==> src/rtl/axi_lite_slave_interface.sv <==
// AXI4-Lite slave endpoint that turns AXI transactions into one-cycle register strobes for user logic.
// Independent write and read FSMs, base subtraction, range check with SLVERR, and a read-response timeout.
module axi_lite_slave_interface #(
    parameter int                              C_S_AXI_ADDR_WIDTH = 32,
    parameter int                              C_S_AXI_DATA_WIDTH = 32,
    parameter logic [C_S_AXI_ADDR_WIDTH-1:0]   C_S_AXI_BASE       = '0,
    parameter logic [C_S_AXI_ADDR_WIDTH-1:0]   C_S_AXI_ADDR_RANGE = C_S_AXI_ADDR_WIDTH'(32'h0000_1000),
    parameter int                              C_RD_TIMEOUT       = 255
) (
    input  logic                                ACLK,
    input  logic                                ARESETN,
    input  logic [C_S_AXI_ADDR_WIDTH-1:0]       S_AXI_AWADDR,
    input  logic [2:0]                          S_AXI_AWPROT,
    input  logic                                S_AXI_AWVALID,
    output logic                                S_AXI_AWREADY,
    input  logic [C_S_AXI_DATA_WIDTH-1:0]       S_AXI_WDATA,
    input  logic [C_S_AXI_DATA_WIDTH/8-1:0]     S_AXI_WSTRB,
    input  logic                                S_AXI_WVALID,
    output logic                                S_AXI_WREADY,
    output logic [1:0]                          S_AXI_BRESP,
    output logic                                S_AXI_BVALID,
    input  logic                                S_AXI_BREADY,
    input  logic [C_S_AXI_ADDR_WIDTH-1:0]       S_AXI_ARADDR,
    input  logic [2:0]                          S_AXI_ARPROT,
    input  logic                                S_AXI_ARVALID,
    output logic                                S_AXI_ARREADY,
    output logic [C_S_AXI_DATA_WIDTH-1:0]       S_AXI_RDATA,
    output logic [1:0]                          S_AXI_RRESP,
    output logic                                S_AXI_RVALID,
    input  logic                                S_AXI_RREADY,
    output logic                                wr_en,
    output logic [C_S_AXI_ADDR_WIDTH-1:0]       wr_addr,
    output logic [C_S_AXI_DATA_WIDTH-1:0]       wr_data,
    output logic [C_S_AXI_DATA_WIDTH/8-1:0]     wr_strb,
    output logic                                rd_en,
    output logic [C_S_AXI_ADDR_WIDTH-1:0]       rd_addr,
    input  logic [C_S_AXI_DATA_WIDTH-1:0]       rd_data,
    input  logic                                rd_valid
);

    localparam int AW = C_S_AXI_ADDR_WIDTH;
    localparam int DW = C_S_AXI_DATA_WIDTH;
    localparam int SW = C_S_AXI_DATA_WIDTH / 8;
    localparam int CW = (C_RD_TIMEOUT < 2) ? 1 : $clog2(C_RD_TIMEOUT + 1);
    localparam logic [1:0] RESP_OKAY   = 2'b00;
    localparam logic [1:0] RESP_SLVERR = 2'b10;

    typedef enum logic [1:0] {W_IDLE = 2'd0, W_EXEC = 2'd1, W_RESP = 2'd2} w_state_t;
    typedef enum logic [1:0] {R_IDLE = 2'd0, R_REQ = 2'd1, R_WAIT = 2'd2, R_RESP = 2'd3} r_state_t;

    w_state_t          w_state_r;
    r_state_t          r_state_r;
    logic              awready_r, wready_r, bvalid_r, arready_r, rvalid_r;
    logic [1:0]        bresp_r, rresp_r;
    logic              aw_held_r, w_held_r;
    logic [AW-1:0]     aw_off_r;
    logic [DW-1:0]     wdata_r, rdata_r;
    logic [SW-1:0]     wstrb_r;
    logic              wr_en_r, rd_en_r;
    logic [AW-1:0]     wr_addr_r, rd_addr_r;
    logic [DW-1:0]     wr_data_r;
    logic [SW-1:0]     wr_strb_r;
    logic [CW-1:0]     rd_cnt_r;

    logic              aw_hs_s, w_hs_s, ar_hs_s, aw_got_s, w_got_s, rd_timeout_s;
    logic [AW-1:0]     aw_off_s, ar_off_s, waddr_sel_s;
    logic [DW-1:0]     wdata_sel_s;
    logic [SW-1:0]     wstrb_sel_s;
    logic              unused_s;

    // Protection bits carry no meaning for this register bus.
    assign unused_s = ^{S_AXI_AWPROT, S_AXI_ARPROT};

    // Offsets wrap modulo 2^AW, so addresses below the base land far out of range.
    assign aw_off_s     = S_AXI_AWADDR - C_S_AXI_BASE;
    assign ar_off_s     = S_AXI_ARADDR - C_S_AXI_BASE;
    assign aw_hs_s      = S_AXI_AWVALID & awready_r;
    assign w_hs_s       = S_AXI_WVALID & wready_r;
    assign ar_hs_s      = S_AXI_ARVALID & arready_r;
    assign aw_got_s     = aw_held_r | aw_hs_s;
    assign w_got_s      = w_held_r | w_hs_s;
    assign waddr_sel_s  = aw_held_r ? aw_off_r : aw_off_s;
    assign wdata_sel_s  = w_held_r ? wdata_r : S_AXI_WDATA;
    assign wstrb_sel_s  = w_held_r ? wstrb_r : S_AXI_WSTRB;
    assign rd_timeout_s = (rd_cnt_r == CW'(C_RD_TIMEOUT - 1));

    // Write FSM: collect AW and W in either order, strobe user write once, return B response.
    always_ff @(posedge ACLK or negedge ARESETN) begin
        if (!ARESETN) begin
            w_state_r <= W_IDLE;
            awready_r <= 1'b1;
            wready_r  <= 1'b1;
            bvalid_r  <= 1'b0;
            bresp_r   <= RESP_OKAY;
            aw_held_r <= 1'b0;
            w_held_r  <= 1'b0;
            aw_off_r  <= '0;
            wdata_r   <= '0;
            wstrb_r   <= '0;
            wr_en_r   <= 1'b0;
            wr_addr_r <= '0;
            wr_data_r <= '0;
            wr_strb_r <= '0;
        end else begin
            case (w_state_r)
                W_IDLE: begin
                    if (aw_got_s && w_got_s) begin
                        w_state_r <= W_EXEC;
                        wr_en_r   <= (waddr_sel_s < C_S_AXI_ADDR_RANGE);
                        wr_addr_r <= waddr_sel_s;
                        wr_data_r <= wdata_sel_s;
                        wr_strb_r <= wstrb_sel_s;
                        awready_r <= 1'b0;
                        wready_r  <= 1'b0;
                        aw_held_r <= 1'b0;
                        w_held_r  <= 1'b0;
                    end else begin
                        if (aw_hs_s) begin
                            aw_held_r <= 1'b1;
                            aw_off_r  <= aw_off_s;
                        end
                        if (w_hs_s) begin
                            w_held_r <= 1'b1;
                            wdata_r  <= S_AXI_WDATA;
                            wstrb_r  <= S_AXI_WSTRB;
                        end
                        awready_r <= ~aw_got_s;
                        wready_r  <= ~w_got_s;
                    end
                end
                W_EXEC: begin
                    wr_en_r   <= 1'b0;
                    bvalid_r  <= 1'b1;
                    bresp_r   <= wr_en_r ? RESP_OKAY : RESP_SLVERR;
                    w_state_r <= W_RESP;
                end
                W_RESP: begin
                    if (S_AXI_BREADY) begin
                        bvalid_r  <= 1'b0;
                        bresp_r   <= RESP_OKAY;
                        awready_r <= 1'b1;
                        wready_r  <= 1'b1;
                        w_state_r <= W_IDLE;
                    end
                end
                default: begin
                    w_state_r <= W_IDLE;
                    wr_en_r   <= 1'b0;
                    bvalid_r  <= 1'b0;
                    awready_r <= 1'b1;
                    wready_r  <= 1'b1;
                end
            endcase
        end
    end

    // Read FSM: strobe user read, wait for rd_valid or timeout, hold R response until RREADY.
    always_ff @(posedge ACLK or negedge ARESETN) begin
        if (!ARESETN) begin
            r_state_r <= R_IDLE;
            arready_r <= 1'b1;
            rvalid_r  <= 1'b0;
            rresp_r   <= RESP_OKAY;
            rdata_r   <= '0;
            rd_en_r   <= 1'b0;
            rd_addr_r <= '0;
            rd_cnt_r  <= '0;
        end else begin
            case (r_state_r)
                R_IDLE: begin
                    if (ar_hs_s) begin
                        arready_r <= 1'b0;
                        rd_addr_r <= ar_off_s;
                        rd_en_r   <= (ar_off_s < C_S_AXI_ADDR_RANGE);
                        rd_cnt_r  <= '0;
                        r_state_r <= R_REQ;
                    end
                end
                R_REQ, R_WAIT: begin
                    rd_en_r <= 1'b0;
                    // rd_en_r is still high during R_REQ exactly when the offset was in range.
                    if ((r_state_r == R_REQ) && !rd_en_r) begin
                        rvalid_r  <= 1'b1;
                        rresp_r   <= RESP_SLVERR;
                        rdata_r   <= '0;
                        r_state_r <= R_RESP;
                    end else if (rd_valid) begin
                        rvalid_r  <= 1'b1;
                        rresp_r   <= RESP_OKAY;
                        rdata_r   <= rd_data;
                        r_state_r <= R_RESP;
                    end else if (rd_timeout_s) begin
                        rvalid_r  <= 1'b1;
                        rresp_r   <= RESP_SLVERR;
                        rdata_r   <= '0;
                        r_state_r <= R_RESP;
                    end else begin
                        rd_cnt_r  <= rd_cnt_r + CW'(1);
                        r_state_r <= R_WAIT;
                    end
                end
                R_RESP: begin
                    if (S_AXI_RREADY) begin
                        rvalid_r  <= 1'b0;
                        arready_r <= 1'b1;
                        r_state_r <= R_IDLE;
                    end
                end
                default: begin
                    r_state_r <= R_IDLE;
                    rd_en_r   <= 1'b0;
                    rvalid_r  <= 1'b0;
                    arready_r <= 1'b1;
                end
            endcase
        end
    end

    assign S_AXI_AWREADY = awready_r;
    assign S_AXI_WREADY  = wready_r;
    assign S_AXI_BVALID  = bvalid_r;
    assign S_AXI_BRESP   = bresp_r;
    assign S_AXI_ARREADY = arready_r;
    assign S_AXI_RVALID  = rvalid_r;
    assign S_AXI_RRESP   = rresp_r;
    assign S_AXI_RDATA   = rdata_r;
    assign wr_en         = wr_en_r;
    assign wr_addr       = wr_addr_r;
    assign wr_data       = wr_data_r;
    assign wr_strb       = wr_strb_r;
    assign rd_en         = rd_en_r;
    assign rd_addr       = rd_addr_r;

endmodule

==> config.mk <==
export PLATFORM = sky130hd
export DESIGN_NAME = axi_lite_slave_interface
export DESIGN_NICKNAME = d
export VERILOG_FILES = /design/src/rtl/axi_lite_slave_interface.sv
export SDC_FILE = /design/constraint.sdc
export NUM_CORES = 1
export LEC_CHECK = 0
export BUFFER_PORTS_ARGS = -buffer_cell sky130_fd_sc_hd__buf_4
export CAP_MARGIN = 20
export CORE_UTILIZATION = 52
export CTS_CLUSTER_SIZE = 40
export DETAILED_ROUTE_END_ITERATION = 6
export MAX_ROUTING_LAYER = met4
export PLACE_DENSITY = 0.86
export SETUP_SLACK_MARGIN = 0.15
export SYNTH_ARGS = -nofsm -noshare
export SYNTH_HDL_FRONTEND = slang
export SYNTH_SLANG_ARGS = --single-unit
==> constraint.sdc <==
create_clock -name ACLK -period 2.5 [get_ports ACLK]
set_input_delay 0.25 -clock ACLK [delete_from_list [all_inputs] [get_ports ACLK]]
set_output_delay 0.25 -clock ACLK [all_outputs]
set_load 0.005 [all_outputs]
==> impl_metrics.env, run 1 <==
export IMPL_arrival_ns=2.37
export IMPL_syn_cell_area_um2=9550
export IMPL_rsz0062_at_grt="no"
export IMPL_timing_rr_end="r_state_r[0]$_DFFE_PN0P_"
export IMPL_die_w_um=137
export IMPL_reg2reg_slack_ns=0.52
export IMPL_r2r_cells=6
export IMPL_drc_errors=0
export IMPL_utilization=0.774
export IMPL_grt_antenna_before_repair=1
export IMPL_wl_mm=27.0
export IMPL_crit_required_ns=2.89
export IMPL_die_area_um2=18900
export IMPL_antenna_left=0
export IMPL_finalPower_mw=17.2
export IMPL_clk_pin_slew_worst_paths_ns=0.06
export IMPL_gr_usage_met1=0.335
export IMPL_cp_max_fo=34
export IMPL_drv_slew=0
export IMPL_grt_met3_usage=0.0670
export IMPL_syn_to_final_growth_pct=45.6
export IMPL_port_buffers=280
export IMPL_crit_end="r_state_r[0]$_DFFE_PN0P_"
export IMPL_holdWs_ns=0.00946
export IMPL_dr_pass1_iters=4
export IMPL_worstPathCellList="inv_1 -> ha_1 -> buf_4 -> o31ai_4 -> buf_4 -> o311ai_1"
export IMPL_synth_distinct_cells=52
export IMPL_hold_path_cell_count=2
export IMPL_place_congestion=0.795
export IMPL_irDropWorstVdd_uv=873
export IMPL_synth_compound_area_frac=0.0961
export IMPL_synthXorXnorAreaFrac=0
export IMPL_status="finished, final reports clean"
export IMPL_postCtsResizedCells=0
export IMPL_leakage_nw=6.55
export IMPL_cp_startpoint="r_state_r[0]$_DFFE_PN0P_"
export IMPL_synthArstFlopShare=1.00
export IMPL_hold_class="input pin to flip-flop"
export IMPL_cap_violations=0
export IMPL_yosysMostFrequentCell="dfrtp_1"
export IMPL_place_ws_ns=0.526
export IMPL_vias=7678
export IMPL_cpPeakStageDelay_ns=0.48
export IMPL_clockRootBuffer="clkbuf_16"
export IMPL_synth_top_family_by_area="multiplexers"
export IMPL_seq_area_frac_synth=0.585
export IMPL_ys_ff_latch=223
export IMPL_synth_simple_area_share=0.0709
export IMPL_rows=49
export IMPL_netlist_top_cells_area="dfrtp_1 58%, mux2_2 8.0%, mux2i_1 7.2%, mux2_4 4.7%, a21oi_1 3.7%"
export IMPL_setup_ws_ns=0.519
export IMPL_grt_use_total=0.290
export IMPL_cts_tree="done"
export IMPL_r2r_start="r_state_r[0]$_DFFE_PN0P_"
export IMPL_cts_sinks=223
export IMPL_synth_top_area_share=0.577
export IMPL_clkLatencyLatePin_ns=0.51
export IMPL_endpoint_kind="flip-flop"
export IMPL_htreeDepth=1
export IMPL_hold_violations=0
export IMPL_synth_top_area_cell="dfrtp_1"
export IMPL_cts_inserted_buffers=24
export IMPL_crit_type="flip-flop to flip-flop"
export IMPL_grt_ovfl_total=0
export IMPL_synth_top_cells_by_count="220 x dfrtp_1, 75 x nor2_1, 71 x a21oi_1"
export IMPL_min_period_ns=1.98
export IMPL_drive_gt1_frac=0.392
export IMPL_detail_route_wl_per_cell_um=19.5
export IMPL_routed_via_density=5.54
export IMPL_top_usage_layer="met2"
export IMPL_grt_pass1_wl_mm=41.1
export IMPL_fill_cells=1004
export IMPL_synth_edff_count=0
export IMPL_avgSynthCellArea_um2=13.1
export IMPL_fmax_mhz=505
export IMPL_grt_pass1_vias=8033
export IMPL_pwr_density_cell_nw_per_um2=1240
export IMPL_slew_headroom=0.545
export IMPL_finalSetupViolations=0
export IMPL_synth_fa_ha_area_frac=0.00786
export IMPL_tightest_slew_ns=0.682
export IMPL_ys_flop_type="dfrtp_1"
export IMPL_die_h_um=137
export IMPL_grt_start_max_net_pins=97
export IMPL_crit_slowest_cell="ha_1"
export IMPL_fin_skew_ns=0.0174
export IMPL_dp_hpwl_mm=14.8
export IMPL_initial_core_util=0.531
export IMPL_io_pins=289
export IMPL_nets=1289
export IMPL_cpMostUsedCell="buf_4"
export IMPL_cp_start_kind="flip-flop"
export IMPL_netlist_instances=731
export IMPL_period_share=0.792
export IMPL_setup_tns_ns=0
export IMPL_synth_mux_area_frac=0.204
export IMPL_drt_iter0_markers=351
export IMPL_coreArea_um2=18000
export IMPL_yosys_warnings=0
export IMPL_use_met2=0.491
export IMPL_clockBufferDepth=3
-- through the flow --
step                      cells  instance area (µm²)
final                      1385                13900
after global routing       1385                13900
after CTS                  1384                13900
after detailed placement   1211                11800
after global placement     1211                11800
after floorplan             732                 9550
-- logic make-up after synthesis --
logic type	count (synthesis)
other cells	1
fa+ha+maj	6
simple gates	131
compound gates	140
buf+inv	59
mux	171
flops	223
-- power by group --
group	internal (mW)	switching (mW)
clock	2.00	1.45
sequential	5.39	1.23
combinational	3.88	3.26
total	11.3	5.94
-- layout by cell type, fill, tap and decap left out, drive strengths merged, types with 12 or more instances in the layout --
master	n
mux2	102
a21oi	73
clkbuf	34
mux2i	69
dfrtp	220
nor4	12
inv	13
a22o	32
dlygate4sd3	129
nor2	76
buf	296
-- how the worst min path moves through the flow --
| stage | slack (ns) | from | to |
|---|---|---|---|
| final | 0.009 | S_AXI_AWADDR[12] | aw_off_r[12]$_DFFE_PN0P_ |
| after global routing | 0.004 | S_AXI_AWADDR[12] | aw_off_r[12]$_DFFE_PN0P_ |
| after CTS | 0.003 | S_AXI_AWADDR[23] | aw_off_r[23]$_DFFE_PN0P_ |
| after detailed placement | 0.29 | ARESETN | wr_addr[19]$_DFFE_PN0P_ |
| after global placement | 0.29 | ARESETN | wr_addr[19]$_DFFE_PN0P_ |
| after floorplan | -0.05 | ARESETN | S_AXI_BRESP[1]$_DFFE_PN0P_ |
-- worst max-delay path: cells and delay by family, from the launching register on --
| kind | cells | cell delay, ns |
|---|---|---|
| compound gates | 2 | 0.40 |
| flops | 1 | 0.41 |
| fa+ha+maj | 1 | 0.48 |
| buf+inv | 3 | 0.58 |
-- final cells by class --
type                    count  area [µm²]  area share
multi-input cells         450        3640       0.262
inverters                  13        48.8     0.00351
repair buffers            425        3560       0.256
flip-flops and latches    223        5590       0.402
well taps                 229         287      0.0206
diodes                      1        2.50    0.000180
clock buffers              34         719      0.0518
clock inverters            10        56.3     0.00405
-- layer usage --
metal | share of wire | routed length [µm]
met5 | 0 | 0
met4 | 0.036 | 962
met3 | 0.078 | 2100
met2 | 0.51 | 13800
met1 | 0.38 | 10200
-- flip-flops by register name, indices dropped and copies added (netlist names), 8 cells and up --
signal / flops
wdata_r: 32
aw_off_r: 32
S_AXI_RDATA: 32
wr_data: 32
rd_cnt_r: 8
rd_addr: 32
wr_addr: 32
-- timing repair --
action / 4_1_cts / 5_1_grt
hold buffers: 129 / 0
hold endpoints to repair: 202 / 0
buffers inserted: 0 / 0
(Power assumes the default switching activity.)
==> run 2: changes to the inputs <==
--- a/config.mk
+++ b/config.mk
@@ -7,11 +7,11 @@
 export LEC_CHECK = 0
 export BUFFER_PORTS_ARGS = -buffer_cell sky130_fd_sc_hd__buf_4
 export CAP_MARGIN = 20
-export CORE_UTILIZATION = 52
+export CORE_UTILIZATION = 47
 export CTS_CLUSTER_SIZE = 40
 export DETAILED_ROUTE_END_ITERATION = 6
 export MAX_ROUTING_LAYER = met4
-export PLACE_DENSITY = 0.86
+export PLACE_DENSITY = 0.82
 export SETUP_SLACK_MARGIN = 0.15
 export SYNTH_ARGS = -nofsm -noshare
 export SYNTH_HDL_FRONTEND = slang
==> constraint.sdc (replaced) <==
create_clock -name ACLK -period 1.65 [get_ports ACLK]
set_input_delay 0.165 -clock ACLK [delete_from_list [all_inputs] [get_ports ACLK]]
set_output_delay 0.165 -clock ACLK [all_outputs]
set_load 0.005 [all_outputs]
==> run 2 against run 1 <==
  * The run now ends with setup timing left
  * Largest power group unchanged
  * Clock power is 73% higher
  * Utilization is 8.5 points higher
  * Die area is 10% higher
  * Flip-flop and latch count stayed put
  * Combinational power grew to 2.7 times the previous value
  * Register-to-register slack worse by 0.65 ns
  * Setup slack worse by 0.65 ns
  * Clock skew is 0.0048 ns lower
  * Routed wire length is 45% higher
  * Sequential power is 60% higher
  * Worst hold slack better by 0.13 ns
  * Count of clock-buffer cells in the layout is 2 higher
==> impl_metrics.env, run 2 (synthesis gave the netlist of run 1 again) <==
export IMPL_antenna_left=0
export IMPL_grt_antenna_before_repair=2
export IMPL_grt_use_total=0.315
export IMPL_die_h_um=145
export IMPL_multi_input_area_um2=4750
export IMPL_setup_tns_ns=-4.72
export IMPL_fmax_mhz=561
export IMPL_crit_type="flip-flop to flip-flop"
export IMPL_port_buffers=280
export IMPL_drv_slew=0
export IMPL_die_w_um=145
export IMPL_cts_sinks=223
export IMPL_slew_headroom=0.624
export IMPL_endpoint_kind="flip-flop"
export IMPL_tightest_slew_ns=0.558
export IMPL_cp_start_kind="flip-flop"
export IMPL_fin_skew_ns=0.0126
export IMPL_cp_buffers_inverters=1
export IMPL_coreArea_um2=19700
export IMPL_rsz0062_at_grt="yes"
export IMPL_layout_commonest_cell="buf_4"
export IMPL_clkLatencyLatePin_ns=0.52
export IMPL_clockBufferDepth=3
export IMPL_clk_pin_slew_worst_paths_ns=0.06
export IMPL_drc_errors=0
export IMPL_fill_cells=796
export IMPL_clockRootBuffer="clkbuf_16"
export IMPL_holdWs_ns=0.135
export IMPL_nets=1401
export IMPL_cts_inserted_buffers=25
export IMPL_status="finished, violations left"
export IMPL_cp_startpoint="aw_held_r$_DFFE_PN0P_"
export IMPL_cts_tree="done"
export IMPL_drt_iter0_markers=594
export IMPL_die_area_um2=20900
export IMPL_dp_cells=1269
export IMPL_hold_class="input pin to asynchronous set/reset pin"
export IMPL_wl_mm=39.1
export IMPL_min_period_ns=1.78
export IMPL_instances_no_fill=1534
export IMPL_setup_ws_ns=-0.132
export IMPL_hold_violations=0
export IMPL_seq_area_um2=5590
export IMPL_arrival_ns=2.21
export IMPL_routed_via_density=5.83
export IMPL_crit_slowest_cell="nor4b_1"
export IMPL_leakage_nw=7.85
export IMPL_crit_cells=5
export IMPL_crit_family="simple AND/OR/NAND/NOR gates"
export IMPL_cp_max_fo=24
export IMPL_dr_pass1_iters=5
export IMPL_grt_ovfl_total=0
export IMPL_syn_to_final_growth_pct=77.2
export IMPL_pwr_density_cell_nw_per_um2=2110
export IMPL_rows=51
export IMPL_cpPeakStageDelay_ns=0.45
export IMPL_worstPathCellList="buf_8 -> nor4b_1 -> and3_1 -> a31oi_1 -> o31ai_2"
export IMPL_detail_route_wl_per_cell_um=25.5
export IMPL_crit_end="wr_en$_DFFE_PN0P_"
export IMPL_place_ws_ns=-0.0273
export IMPL_finalSetupViolations=144
export IMPL_cap_violations=0
export IMPL_grt_pass1_vias=8998
export IMPL_r2r_start="aw_held_r$_DFFE_PN0P_"
export IMPL_htreeDepth=1
export IMPL_timing_rr_end="wr_en$_DFFE_PN0P_"
export IMPL_crit_required_ns=2.08
export IMPL_violations="setup timing"
export IMPL_irDropWorstVdd_uv=1350
export IMPL_utilization=0.858
export IMPL_drive_gt1_frac=0.558
export IMPL_reg2reg_slack_ns=-0.13
export IMPL_period_share=1.08
export IMPL_initial_core_util=0.484
export IMPL_io_pins=289
export IMPL_layout_common_cells="307 x buf_4, 216 x dfrtp_1, 137 x dlygate4sd3_1, 89 x mux2_4, 69 x mux2i_1"
export IMPL_r2r_cells=5
export IMPL_place_congestion=0.813
export IMPL_vias=8947
export IMPL_dp_hpwl_mm=15.7
export IMPL_grt_start_max_net_pins=71
export IMPL_grt_pass1_wl_mm=48.6
## run 2: cell types whose count changed in the layout (fill, tap and decap cells not counted), sizes merged
cell	before	now
buf	296	390
bufinv	0	3
clkbuf	34	45
clkinv	9	4
clkinvlp	1	2
diode	1	2
dlygate4sd3	129	137
## run 2: worst register-to-register path: cells and delay by family, from the launching register on
family	cells	cell delay, ns
and+or+nand+nor	2	0.72
DFF	1	0.41
AOI/OAI and AO/OA	2	0.30
buffers and inverters	1	0.26
## run 2: final cells by class
class | count | area share
flip-flops and latches | 223 | 0.330
repair buffers | 536 | 0.315
multi-input cells | 450 | 0.281
clock buffers | 36 | 0.0436
well taps | 265 | 0.0196
clock inverters | 9 | 0.00739
inverters | 13 | 0.00288
diodes | 2 | 0.000296
## run 2: stage by stage
step | instance area (µm²) | power, mW
finish | 16900 | 35.7
global route | 16900 | 37.0
CTS | 15700 | 30.7
detailed placement | 12200 | 21.0
global placement | 12200 | 20.5
floorplan | 9630 | 16.2
## run 2: how the worst min path moves through the flow
stage                       start                          to  slack [ns]  depth (start not counted)
CTS                 S_AXI_ARVALID   S_AXI_ARREADY$_DFFE_PN1P_        0.04                          4
finish                    ARESETN     wr_addr[15]$_DFFE_PN0P_        0.14                          2
detailed placement        ARESETN      wr_addr[0]$_DFFE_PN0P_        0.06                          1
global placement          ARESETN      wr_addr[0]$_DFFE_PN0P_        0.07                          1
global route             rd_valid     rd_cnt_r[0]$_DFFE_PN0P_        0.15                          5
floorplan                 ARESETN  S_AXI_BRESP[1]$_DFFE_PN0P_       -0.13                          0
## run 2: timing repair
item | CTS | global route
gates resized for setup | 159 | 192
pin swaps | 27 | 47
gates cloned | 19 | 10
buffers inserted | 27 | 25
hold endpoints to repair | 421 | 0
hold buffers | 137 | 0
setup endpoints to repair | 212 | 212
## run 2: where the power goes
group | internal, mW | total (mW) | leakage, nW | switching (mW)
logic | 10.9 | 19.2 | 4.79 | 8.28
clock network | 3.57 | 5.98 | 0.421 | 2.41
registers | 8.17 | 10.6 | 2.64 | 2.40
## run 2: metal layers
layer,track usage,wire length [µm],up-vias
li1,-,-,3688
met1,0.355,14200,4591
met2,0.555,20400,512
met3,0.0659,2820,156
met4,0.103,1740,0
met5,-,0,-
